**src/rtl/regfile_pkg.sv**
```systemverilog
// regfile_pkg: shared widths and types for the register-file access controller.
// Optional feature macro: REGFILE_X0_ZERO_EN (register 0 hardwired to zero).
package regfile_pkg;

  localparam int unsigned NUM_REGS     = 32;
  localparam int unsigned REG_IDX_W    = $clog2(NUM_REGS);
  localparam int unsigned DATA_W       = 32;
  localparam int unsigned STARVE_CNT_W = 4;

  // Response holding state: nothing held, or a read result waiting for decode.
  typedef enum logic {
    IDLE = 1'b0,
    RESP = 1'b1
  } rsp_state_e;

endpackage

```
**src/rtl/regfile_arbiter.sv**
```systemverilog
// regfile_arbiter: picks at most one register-file operation per cycle.
// Writeback has priority; a saturating starvation counter forces a read
// through after STARVE_LIMIT consecutive lost arbitrations. A dropped write
// (i_wb_drop, used for x0 when REGFILE_X0_ZERO_EN is defined) is accepted
// without consuming the register-file slot.
module regfile_arbiter
  import regfile_pkg::*;
#(
  parameter int unsigned STARVE_LIMIT = 4
) (
  input  logic i_clock,
  input  logic i_reset,
  input  logic i_rd_req_valid,
  input  logic i_rd_eligible,
  input  logic i_wb_valid,
  input  logic i_wb_drop,
  output logic o_grant_rd_c,
  output logic o_grant_wr_c,
  output logic o_wb_ready_c
);

  logic [STARVE_CNT_W-1:0] r_starve_cnt;
  logic                    w_rd_want;
  logic                    w_starved;

  assign w_rd_want = i_rd_req_valid && i_rd_eligible;
  assign w_starved = (r_starve_cnt == STARVE_CNT_W'(STARVE_LIMIT));

  // Priority select; everything is held off while reset is asserted.
  always_comb begin
    o_grant_rd_c = 1'b0;
    o_grant_wr_c = 1'b0;
    o_wb_ready_c = 1'b0;
    if (!i_reset) begin
      if (i_wb_valid && i_wb_drop) begin
        o_wb_ready_c = 1'b1;
        o_grant_rd_c = w_rd_want;
      end else if (w_rd_want && w_starved) begin
        o_grant_rd_c = 1'b1;
      end else if (i_wb_valid) begin
        o_grant_wr_c = 1'b1;
        o_wb_ready_c = 1'b1;
      end else begin
        o_grant_rd_c = w_rd_want;
      end
    end
  end

  // Count consecutive cycles an eligible read lost to a write; saturates at the limit.
  always_ff @(posedge i_clock) begin
    if (i_reset) begin
      r_starve_cnt <= '0;
    end else if (!i_rd_req_valid || o_grant_rd_c) begin
      r_starve_cnt <= '0;
    end else if (w_rd_want && !w_starved) begin
      r_starve_cnt <= r_starve_cnt + STARVE_CNT_W'(1);
    end
  end

endmodule

```
**src/rtl/regfile_access_ctrl.sv**
```systemverilog
// regfile_access_ctrl: arbitration and sequencing for the single-port 32x32
// register file shared by the operand-read port and the writeback port.
// Holds each read result with a valid/ready handshake until decode takes it.
// Optional feature macro: REGFILE_X0_ZERO_EN (x0 writes dropped, x0 reads zero).
module regfile_access_ctrl
  import regfile_pkg::*;
#(
  parameter int unsigned STARVE_LIMIT = 4
) (
  input  logic                 clock,
  input  logic                 reset,
  // operand-read request
  input  logic                 rd_req_valid,
  output logic                 rd_req_ready,
  input  logic [REG_IDX_W-1:0] rd_rs1,
  input  logic [REG_IDX_W-1:0] rd_rs2,
  // operand-read response
  output logic                 rd_rsp_valid,
  input  logic                 rd_rsp_ready,
  output logic [DATA_W-1:0]    rd_rsp_a,
  output logic [DATA_W-1:0]    rd_rsp_b,
  // writeback
  input  logic                 wb_valid,
  output logic                 wb_ready,
  input  logic [REG_IDX_W-1:0] wb_rd,
  input  logic [DATA_W-1:0]    wb_data,
  // register-file port
  output logic                 rf_enable,
  output logic                 rf_read_write,
  output logic [REG_IDX_W-1:0] rf_rd,
  output logic [REG_IDX_W-1:0] rf_rs1,
  output logic [REG_IDX_W-1:0] rf_rs2,
  output logic [DATA_W-1:0]    rf_din,
  input  logic [DATA_W-1:0]    rf_a,
  input  logic [DATA_W-1:0]    rf_b
);

  rsp_state_e r_rsp_state;
  rsp_state_e w_rsp_state_nxt;
  logic       w_rd_eligible;
  logic       w_wb_drop;
  logic       w_grant_rd;
  logic       w_grant_wr;
  logic       w_wb_ready;

  // A new read may start when nothing is held or the held result leaves this cycle.
  assign w_rd_eligible = (r_rsp_state == IDLE) || rd_rsp_ready;

`ifdef REGFILE_X0_ZERO_EN
  assign w_wb_drop = (wb_rd == REG_IDX_W'(0));
`else
  assign w_wb_drop = 1'b0;
`endif

  regfile_arbiter #(
    .STARVE_LIMIT (STARVE_LIMIT)
  ) u_arbiter (
    .i_clock        (clock),
    .i_reset        (reset),
    .i_rd_req_valid (rd_req_valid),
    .i_rd_eligible  (w_rd_eligible),
    .i_wb_valid     (wb_valid),
    .i_wb_drop      (w_wb_drop),
    .o_grant_rd_c   (w_grant_rd),
    .o_grant_wr_c   (w_grant_wr),
    .o_wb_ready_c   (w_wb_ready)
  );

  assign rd_req_ready = w_grant_rd;
  assign wb_ready     = w_wb_ready;

  // Response FSM state register.
  always_ff @(posedge clock) begin
    if (reset) begin
      r_rsp_state <= IDLE;
    end else begin
      r_rsp_state <= w_rsp_state_nxt;
    end
  end

  // Response FSM next state: a read grant always (re)loads the response.
  always_comb begin
    w_rsp_state_nxt = r_rsp_state;
    case (r_rsp_state)
      IDLE: begin
        if (w_grant_rd) begin
          w_rsp_state_nxt = RESP;
        end
      end
      RESP: begin
        if (w_grant_rd) begin
          w_rsp_state_nxt = RESP;
        end else if (rd_rsp_ready) begin
          w_rsp_state_nxt = IDLE;
        end
      end
      default: w_rsp_state_nxt = IDLE;
    endcase
  end

  // Response FSM output: valid only while a result is held and not in reset.
  always_comb begin
    rd_rsp_valid = 1'b0;
    if (!reset && (r_rsp_state == RESP)) begin
      rd_rsp_valid = 1'b1;
    end
  end

`ifdef REGFILE_X0_ZERO_EN
  logic r_zero_a;
  logic r_zero_b;

  // Remember which operands named x0 so their data can be forced to zero.
  always_ff @(posedge clock) begin
    if (reset) begin
      r_zero_a <= 1'b0;
      r_zero_b <= 1'b0;
    end else if (w_grant_rd) begin
      r_zero_a <= (rd_rs1 == REG_IDX_W'(0));
      r_zero_b <= (rd_rs2 == REG_IDX_W'(0));
    end
  end

  // Operand data with x0 masking applied while the response is held.
  always_comb begin
    rd_rsp_a = rf_a;
    rd_rsp_b = rf_b;
    if (r_rsp_state == RESP) begin
      if (r_zero_a) begin
        rd_rsp_a = '0;
      end
      if (r_zero_b) begin
        rd_rsp_b = '0;
      end
    end
  end
`else
  // Operand data passes straight through from the register file.
  always_comb begin
    rd_rsp_a = rf_a;
    rd_rsp_b = rf_b;
  end
`endif

  // Register-file port mux: indices and data pass through, enable follows the grant.
  always_comb begin
    rf_enable     = w_grant_rd || w_grant_wr;
    rf_read_write = w_grant_wr;
    rf_rd         = wb_rd;
    rf_din        = wb_data;
    rf_rs1        = rd_rs1;
    rf_rs2        = rd_rs2;
  end

endmodule
```
**config.mk**
```make
export PLATFORM = sky130hd
export DESIGN_NAME = regfile_access_ctrl
export DESIGN_NICKNAME = d
export VERILOG_FILES = /design/src/rtl/regfile_pkg.sv /design/src/rtl/regfile_arbiter.sv /design/src/rtl/regfile_access_ctrl.sv
export SDC_FILE = /design/constraint.sdc
export NUM_CORES = 1
export LEC_CHECK = 0
export BUFFER_PORTS_ARGS = -buffer_cell sky130_fd_sc_hd__buf_4
export CORE_AREA = 4 4 87 89
export CTS_CLUSTER_DIAMETER = 120
export DETAILED_ROUTE_END_ITERATION = 10
export DIE_AREA = 0 0 91 93
export HOLD_SLACK_MARGIN = 0.02
export MAX_ROUTING_LAYER = met4
export PLACE_DENSITY = 0.64
export SYNTH_ARGS = -nofsm -noshare
export SYNTH_HDL_FRONTEND = slang
export SYNTH_SLANG_ARGS = --single-unit
```
**constraint.sdc**
```tcl
create_clock -name clock -period 1.1 [get_ports clock]
set_input_delay 0 -clock clock [delete_from_list [all_inputs] [get_ports clock]]
set_output_delay 0 -clock clock [all_outputs]
set_load 0.01 [all_outputs]
```
==> results.cfg, run 1 <==
[floorplan]
die-width_um = 91
io_pins = 232
floorplan.rows = 30
chipHeight_um = 93
initial_core_util = 0.168

[cts]
max-clock-path-buffers = 2
cts_resized = 3
clock_tree.root_cell = clkbuf_8
cts_hold_buf = 101
clock_sinks = 5
cts_inserted_buffers = 3
postCtsSetupRepairBufs = 3
htree_num_levels = 1

[placement]
io_buffer_count = 9
place.detailed.hpwl_mm = 1.64
post-place-cells = 126
dp_slack_ps = -102
place.gp.congestion = 0.692

[synth]
synth_sequential_area_ratio = 0.0881
post_synth_inst_count = 147
ys_warn_count = 0
synthDistinctLibCells = 22
postSynthRegisterBits = 5
avg_inst_size_synth_sq_um = 7.73
synth_nets = 265
synthesis.area_sq_mm = 0.00114

[outcome]
run.stop_error = [ERROR RSZ-0060] Max buffer count reached.
stop_stage = 4_1_cts
outcome = aborted with a tool error
## metrics by stage
stage	cell area [sq um]	TNS, ps
2_1_floorplan	1160	-87.1
3_3_place_gp	502	-263
3_5_place_dp	502	-460
## Yosys cell counts
cell type    n  area [sq um]
inv_1        3          11.3
nor2_1       5          18.8
nand3b_1     1          7.51
dfxtp_1      5           100
ha_1         2          25.0
nor2b_1      1          6.26
mux2i_1      1          10.0
xor2_1       2          17.5
nand3b_2     1          11.3
o21ai_2      1          8.76
and3_1       1          6.26
o21ai_0      1          5.00
a21oi_1      2          10.0
buf_4      112           841
nand2_1      1          3.75
nand3_1      1          5.00
nor3_1       1          5.00
and3b_1      1          8.76
xnor2_1      1          8.76
nor3b_1      1          7.51
nand4_1      2          12.5
nand2b_1     1          6.26
## cell families after synthesis
logic type	count (synthesis)	share of synthesized area
buf+inv	115	0.750
simple gates	17	0.0870
flops	5	0.0881
compound gates	4	0.0209
xor+xnor	3	0.0231
fa+ha+maj	2	0.0220
mux	1	0.00881
==> run 2: changes to the inputs <==
--- a/config.mk
+++ b/config.mk
@@ -6,13 +6,10 @@
 export NUM_CORES = 1
 export LEC_CHECK = 0
 export BUFFER_PORTS_ARGS = -buffer_cell sky130_fd_sc_hd__buf_4
-export CORE_AREA = 4 4 87 89
-export CTS_CLUSTER_DIAMETER = 120
+export CORE_AREA = 4 4 88 90
 export DETAILED_ROUTE_END_ITERATION = 10
-export DIE_AREA = 0 0 91 93
-export HOLD_SLACK_MARGIN = 0.02
-export MAX_ROUTING_LAYER = met4
-export PLACE_DENSITY = 0.64
+export DIE_AREA = 0 0 92 94
+export PLACE_DENSITY_LB_ADDON = 0.15
 export SYNTH_ARGS = -nofsm -noshare
 export SYNTH_HDL_FRONTEND = slang
 export SYNTH_SLANG_ARGS = --single-unit
==> constraint.sdc (replaced) <==
create_clock -name clock -period 1.45 [get_ports clock]
set_input_delay 0 -clock clock [delete_from_list [all_inputs] [get_ports clock]]
set_output_delay 0 -clock clock [all_outputs]
set_load 0.01 [all_outputs]
==> run 2 against run 1 <==
Against the previous run:
- the run now ends clean
- synthesized area unchanged
- synthesized cell count unchanged
==> results.cfg, run 2 <==
[synth]
yosys-top-cells-count = buf_4, dfxtp_1, nor2_1
synth_top_cell_by_area = buf_4
synth_ff_type = dfxtp_1
postSynthRegisterBits = 5
async_flop_share = 0
synth_nets = 265
synthTopCellsByArea = buf_4, dfxtp_1, ha_1, nor2_1, xor2_1
synthDistinctLibCells = 22
synth.top_cell.area_share = 0.740
ys_warn_count = 0
synthesis.area_sq_mm = 0.00114
avg_inst_size_synth_sq_um = 7.73
synth_sequential_area_ratio = 0.0881
edff_count_synth = 0
post_synth_inst_count = 147
synth.most_common_cell = buf_4

[detailed_routing]
routed_wire_length_per_instance_um = 13.3
drt_pass1_iterations = 2
initialDrtViolationCount = 2
route.vias.total = 388
routed_via_count_divided_by_cell_count = 2.64
drc = 0
postRouteWirelength_mm = 1.96
drt.antenna.violating_nets = 0

[floorplan]
core_region_area_sq_mm = 0.00706
io_pins = 232
initial_core_util = 0.161
chipHeight_um = 94
floorplan.die_area_sq_mm = 0.00865
floorplan.rows = 31
die-width_um = 92

[cells_and_area]
n_antenna_cell = 0
finish.instance_area_sq_um = 556
layout.cells.most_common = buf_4
largest-register = u_arbiter.r_starve_cnt
instances_no_fill = 147
highest_count_cells_in_the_layout_ignoring_fill_and_taps = buf_4, nor2_1, clkbuf_8, dfxtp_1
area_added_between_synthesis_and_finish_pct = -51.1
largest_registers = u_arbiter.r_starve_cnt: 4 flops, r_rsp_state: 1 flops
max_ffs_per_register = 4
design.final.nets = 167
share_of_final_layout_standard_cells_stronger_than_drive_strength_1 = 0.438

[global_routing]
gr-usage-all-layers = 0.0426
gr-total-overflow = 0
first_global_vias = 425
antenna_found_initial = 0
first_pass_grt_wire_length_mm = 2.64
maximum_number_of_pins_on_one_net_before_global_route_repair = 8

[cts]
path_clk_slew_ps = 30
tritoncts = done
max-clock-path-buffers = 2
clock_tree.root_cell = clkbuf_8
cts_inserted_buffers = 3
insertion_delay_ps = 210
cts_hold_buf = 0
postCtsSetupRepairBufs = 0
clock_sinks = 5
htree_num_levels = 1

[hold_path]
timing.hold.worst.class = input pin to output port
holdCritStartpoint = rf_b[17]
whs_path_depth = 0

[timing]
tightest_slew_ps = 307
max_slew_margin = 0.795
worst_slack_ps = 94.2
setup_viol = 0
setup_total_negative_slack_ps = 0
finalHoldViolCount = 0
setup_repair_after_global_routing_missed_its_margin = false
period_minus_slack_ps = 1360
timing.clock.skew_ps = 0.318
timing.hold.ws_ps = 0.00392
report.final.slew_viol_count = 0
max_freq_ghz = 0.738
share_of_the_cycle_needed_by_the_critical_path_after_routing = 0.935

[pwr]
switching_power_uw = 92.1
areal_power_density_over_the_cells_mw_per_mm2 = 809
p_leak_uw = 0.000196
swShare = 0.205
share_clk_of_total_power = 0.556
cellInternalPower_uw = 357
max-vdd-ir-drop_mv = 0.174
power.share.sequential = 0.318
combPwrFrac = 0.126

[setup_path]
crit_fanout = 3
worstSetupStartpoint = u_arbiter.r_starve_cnt[0]$_SDFFE_PP0P_
critical_path.endpoint_type = output port
worst_ep_required_time_ps = 1450
reg2reg_slack_ps = 170
r2r.worst_path.cells = 6
timing_worst_setup_path_type = flip-flop to output port
worst_path_arrival_ps = 1360
setup.worst_path.start_class = flip-flop
launching_point_of_the_worst_reg2reg_path = u_arbiter.r_starve_cnt[0]$_SDFFE_PP0P_

[run]
max-cap-violations = 0

[placement]
place.detailed.hpwl_mm = 1.67
post-place-cells = 143
place.gp.congestion = 0.629
detailed_place.area_sq_um = 487
dp_slack_ps = 145
io_buffer_count = 9

[outcome]
outcome = completed
-- run 2: cell counts after synthesis --
No cell type changed its count.
-- run 2: metrics by stage --
stage | power [uW] | utilization
after floorplan | 487 | -
after global placement | 199 | 0.0689
after detailed placement | 199 | 0.0689
after CTS | 459 | 0.0760
after global routing | 481 | 0.0787
final | 449 | 0.0787
-- run 2: cell families (layout without fill, tap and decap cells) --
kind of cell    count (synthesis)  count (layout)  synth area share
buf+inv                       115              16             0.750
simple gates                   17              17            0.0870
flops                           5               5            0.0881
compound gates                  4               4            0.0209
xor+xnor                        3               3            0.0231
fa+ha+maj                       2               2            0.0220
mux                             1               1           0.00881
-- run 2: final timing paths --
kind | to
setup / recovery | rd_req_ready
setup reg to reg | u_arbiter.r_starve_cnt[0]$_SDFFE_PP0P_
hold / removal | rd_rsp_b[17]
hold reg to reg | u_arbiter.r_starve_cnt[1]$_SDFFE_PP0P_
-- run 2: routing by layer --
metal | vias up | part of all wire | GRT usage
li1 | 144 | - | -
met1 | 175 | 0.24 | 0.0259
met2 | 39 | 0.37 | 0.0517
met3 | 30 | 0.26 | 0.0553
met4 | 0 | 0.12 | 0.0557
met5 | - | 0 | 0
-- run 2: final cells by class --
class                      count  area [sq um]
clock buffer                   4          45.0
fill                         851          6500
inverter                       3          11.3
multi-input combinational     27           205
sequential                     5           103
tap                           99           124
timing repair buffer           9          67.6
-- run 2: worst max-delay path: stages, from the launching register on --
cell,delay (ps)
dfxtp_2,340
inv_2,50
ha_2,170
and3b_2,220
o21ai_4,170
nor3b_2,60
buf_4,140
-- run 2: timing repair --
item                                    in CTS  in global routing
pin swaps                                    0                  3
endpoints found under the setup margin       2                  3
gates resized for setup                      1                  7
endpoints found under the hold margin        0                  0
-- run 2: power by group through the flow --
| stage | Combinational, uW | Clock, uW | Sequential, uW |
|---|---|---|---|
| floorplan | 343 | 0 | 144 |
| global placement | 54.6 | 0 | 144 |
| detailed placement | 54.2 | 0 | 145 |
| CTS | 55.4 | 261 | 142 |
| global route | 62.8 | 275 | 143 |
| finish | 56.6 | 250 | 143 |
Power figures use the tool's default switching activity.
==> run 3: changes to the inputs <==
--- a/config.mk
+++ b/config.mk
@@ -5,10 +5,11 @@
 export SDC_FILE = /design/constraint.sdc
 export NUM_CORES = 1
 export LEC_CHECK = 0
+export ABC_AREA = 1
 export BUFFER_PORTS_ARGS = -buffer_cell sky130_fd_sc_hd__buf_4
-export CORE_AREA = 4 4 88 90
+export CORE_AREA = 4 4 87 89
 export DETAILED_ROUTE_END_ITERATION = 10
-export DIE_AREA = 0 0 92 94
+export DIE_AREA = 0 0 91 93
 export PLACE_DENSITY_LB_ADDON = 0.15
 export SYNTH_ARGS = -nofsm -noshare
 export SYNTH_HDL_FRONTEND = slang
==> run 3 against run 2 <==
Against the previous run:
- register-to-register slack improved by 60 ps
- design area up 12%
- core utilization rose by 1.3 points
- count of clock-buffer cells in the layout stayed put
- hold slack is the same
- synthesized area up 7.9%
==> results.cfg, run 3 <==
[run]
max-cap-violations = 0

[detailed_routing]
drt.antenna.violating_nets = 0
postRouteWirelength_mm = 1.85
route.vias.total = 505
drt_pass1_iterations = 2
routed_via_count_divided_by_cell_count = 3.34
drc = 0
initialDrtViolationCount = 17
routed_wire_length_per_instance_um = 12.3

[timing]
period_minus_slack_ps = 1330
tightest_slew_ps = 257
max_slew_margin = 0.828
setup_total_negative_slack_ps = 0
share_of_the_cycle_needed_by_the_critical_path_after_routing = 0.920
max_freq_ghz = 0.749
timing.clock.skew_ps = 1.06
setup_viol = 0
report.final.slew_viol_count = 0
setup_repair_after_global_routing_missed_its_margin = false
finalHoldViolCount = 0

[synth]
edff_count_synth = 0
async_flop_share = 0
synth_top_cell_by_area = buf_4
synth.top_cell.area_share = 0.686
post_synth_inst_count = 168
synth_ff_type = dfxtp_1
yosys-top-cells-count = buf_4, nand2_1, inv_1
synthesis.area_sq_mm = 0.00123
synth.most_common_cell = buf_4
postSynthRegisterBits = 5
synth_nets = 286
avg_inst_size_synth_sq_um = 7.30
ys_warn_count = 0
synthDistinctLibCells = 16
synthTopCellsByArea = buf_4, dfxtp_1, nand2_1, inv_1, nor2_4
synth_sequential_area_ratio = 0.0816

[cells_and_area]
max_ffs_per_register = 4
highest_count_cells_in_the_layout_ignoring_fill_and_taps = nand2_1, inv_1, buf_4, dfxtp_1
layout.cells.most_common = nand2_1
design.final.nets = 190
register_area_sq_um = 101
largest_registers = u_arbiter.r_starve_cnt: 4 flops, r_rsp_state: 1 flops
n_antenna_cell = 0
share_of_final_layout_standard_cells_stronger_than_drive_strength_1 = 0.352
area_added_between_synthesis_and_finish_pct = -49.3
instances_no_fill = 151
largest-register = u_arbiter.r_starve_cnt
area_used_by_multi_input_combinational_logic_sq_um = 251
n_fill_cell = 795

[floorplan]
io_pins = 232
initial_core_util = 0.181
chipHeight_um = 93
floorplan.rows = 30
floorplan.die_area_sq_mm = 0.00846
die-width_um = 91
core_region_area_sq_mm = 0.00676

[global_routing]
gr-total-overflow = 0
gr-usage-all-layers = 0.0432
maximum_number_of_pins_on_one_net_before_global_route_repair = 7
first_global_vias = 539
first_pass_grt_wire_length_mm = 2.70
antenna_found_initial = 0

[cts]
htree_num_levels = 1
cts_hold_buf = 0
cts_inserted_buffers = 3
tritoncts = done
path_clk_slew_ps = 40
clock_tree.root_cell = clkbuf_8
clock_sinks = 5
insertion_delay_ps = 220
max-clock-path-buffers = 2

[setup_path]
launching_point_of_the_worst_reg2reg_path = u_arbiter.r_starve_cnt[0]$_SDFFE_PP0P_
critical_path.endpoint_type = output port
timing_worst_setup_path_type = flip-flop to output port
crit_fanout = 4
setup.worst_path.start_class = flip-flop
worstSetupStartpoint = u_arbiter.r_starve_cnt[0]$_SDFFE_PP0P_
worst_ep_required_time_ps = 1450
worst_path_arrival_ps = 1330

[pwr]
p_leak_uw = 0.000300
max-vdd-ir-drop_mv = 0.138
areal_power_density_over_the_cells_mw_per_mm2 = 774
overall_power_consumption_uw = 481

[hold_path]
timing.hold.worst.class = input pin to output port
holdCritStartpoint = rf_b[1]

[placement]
place.gp.congestion = 0.765
post-place-cells = 146
io_buffer_count = 9
place.detailed.hpwl_mm = 1.47

[outcome]
outcome = completed
[run 3: logic make-up (layout without fill, tap and decap cells)]
group,Yosys count,after routing,synth area share
AOI/OAI and AO/OA,3,3,0.0133
buffers and inverters,123,26,0.719
xor gates and xnor gates,1,1,0.00714
DFF,5,5,0.0816
and+or+nand+nor,34,34,0.158
adders and majority gates,2,2,0.0204
[run 3: worst paths after layout]
path | endpoint | slack (ps) | cells past startpoint
worst min-delay path | rd_rsp_b[1] | 0.004 | 0
worst max-delay path | rf_read_write | 120 | 6
worst min register to register | u_arbiter.r_starve_cnt[0]$_SDFFE_PP0P_ | 570 | 4
worst max register to register | u_arbiter.r_starve_cnt[0]$_SDFFE_PP0P_ | 230 | 9
[run 3: what timing repair did]
action	in CTS	in global routing
hold endpoints to repair	0	0
endpoints found under the setup margin	2	2
resized for setup	1	2
setup buffers	0	1
pin swaps	1	1
[run 3: worst max-delay path, cell delays in order, from the launching register on]
cell and delay (ps):
dfxtp_2 320, inv_1 70, ha_2 200, nand3_2 80, o21ai_0 190, nor2_1 90, buf_4 150
[run 3: metrics by stage]
stage          utilization  hold slack [ps]  setup WS [ps]  area [sq um]
5_1_grt             0.0920           0.0150           19.3           622
2_1_floorplan            -             47.5            262          1230
3_5_place_dp        0.0830           0.0686            128           561
4_1_cts             0.0898           0.0686           4.26           607
3_3_place_gp        0.0830           0.0686            141           561
6_report            0.0920          0.00392            115           622
[run 3: final cells by class]
cell class                      instances  area share
Clock buffer                            4      0.0724
Inverter                               11      0.0664
Multi-Input combinational cell         40       0.404
Sequential cell                         5       0.163
Tap cell                               80       0.161
Timing Repair Buffer                   11       0.133
[run 3: report_power, final]
group          switching (uW)  internal (uW)
Sequential               2.48            142
Clock                    71.5            189
Combinational            42.5           33.6
Total                     116            365
[run 3: per-layer routing]
layer / up-vias / global-route usage / share of wire
li1: 198 / - / -
met1: 207 / 0.0292 / 0.28
met2: 56 / 0.0478 / 0.36
met3: 44 / 0.0434 / 0.21
met4: 0 / 0.0779 / 0.14
met5: - / 0 / 0
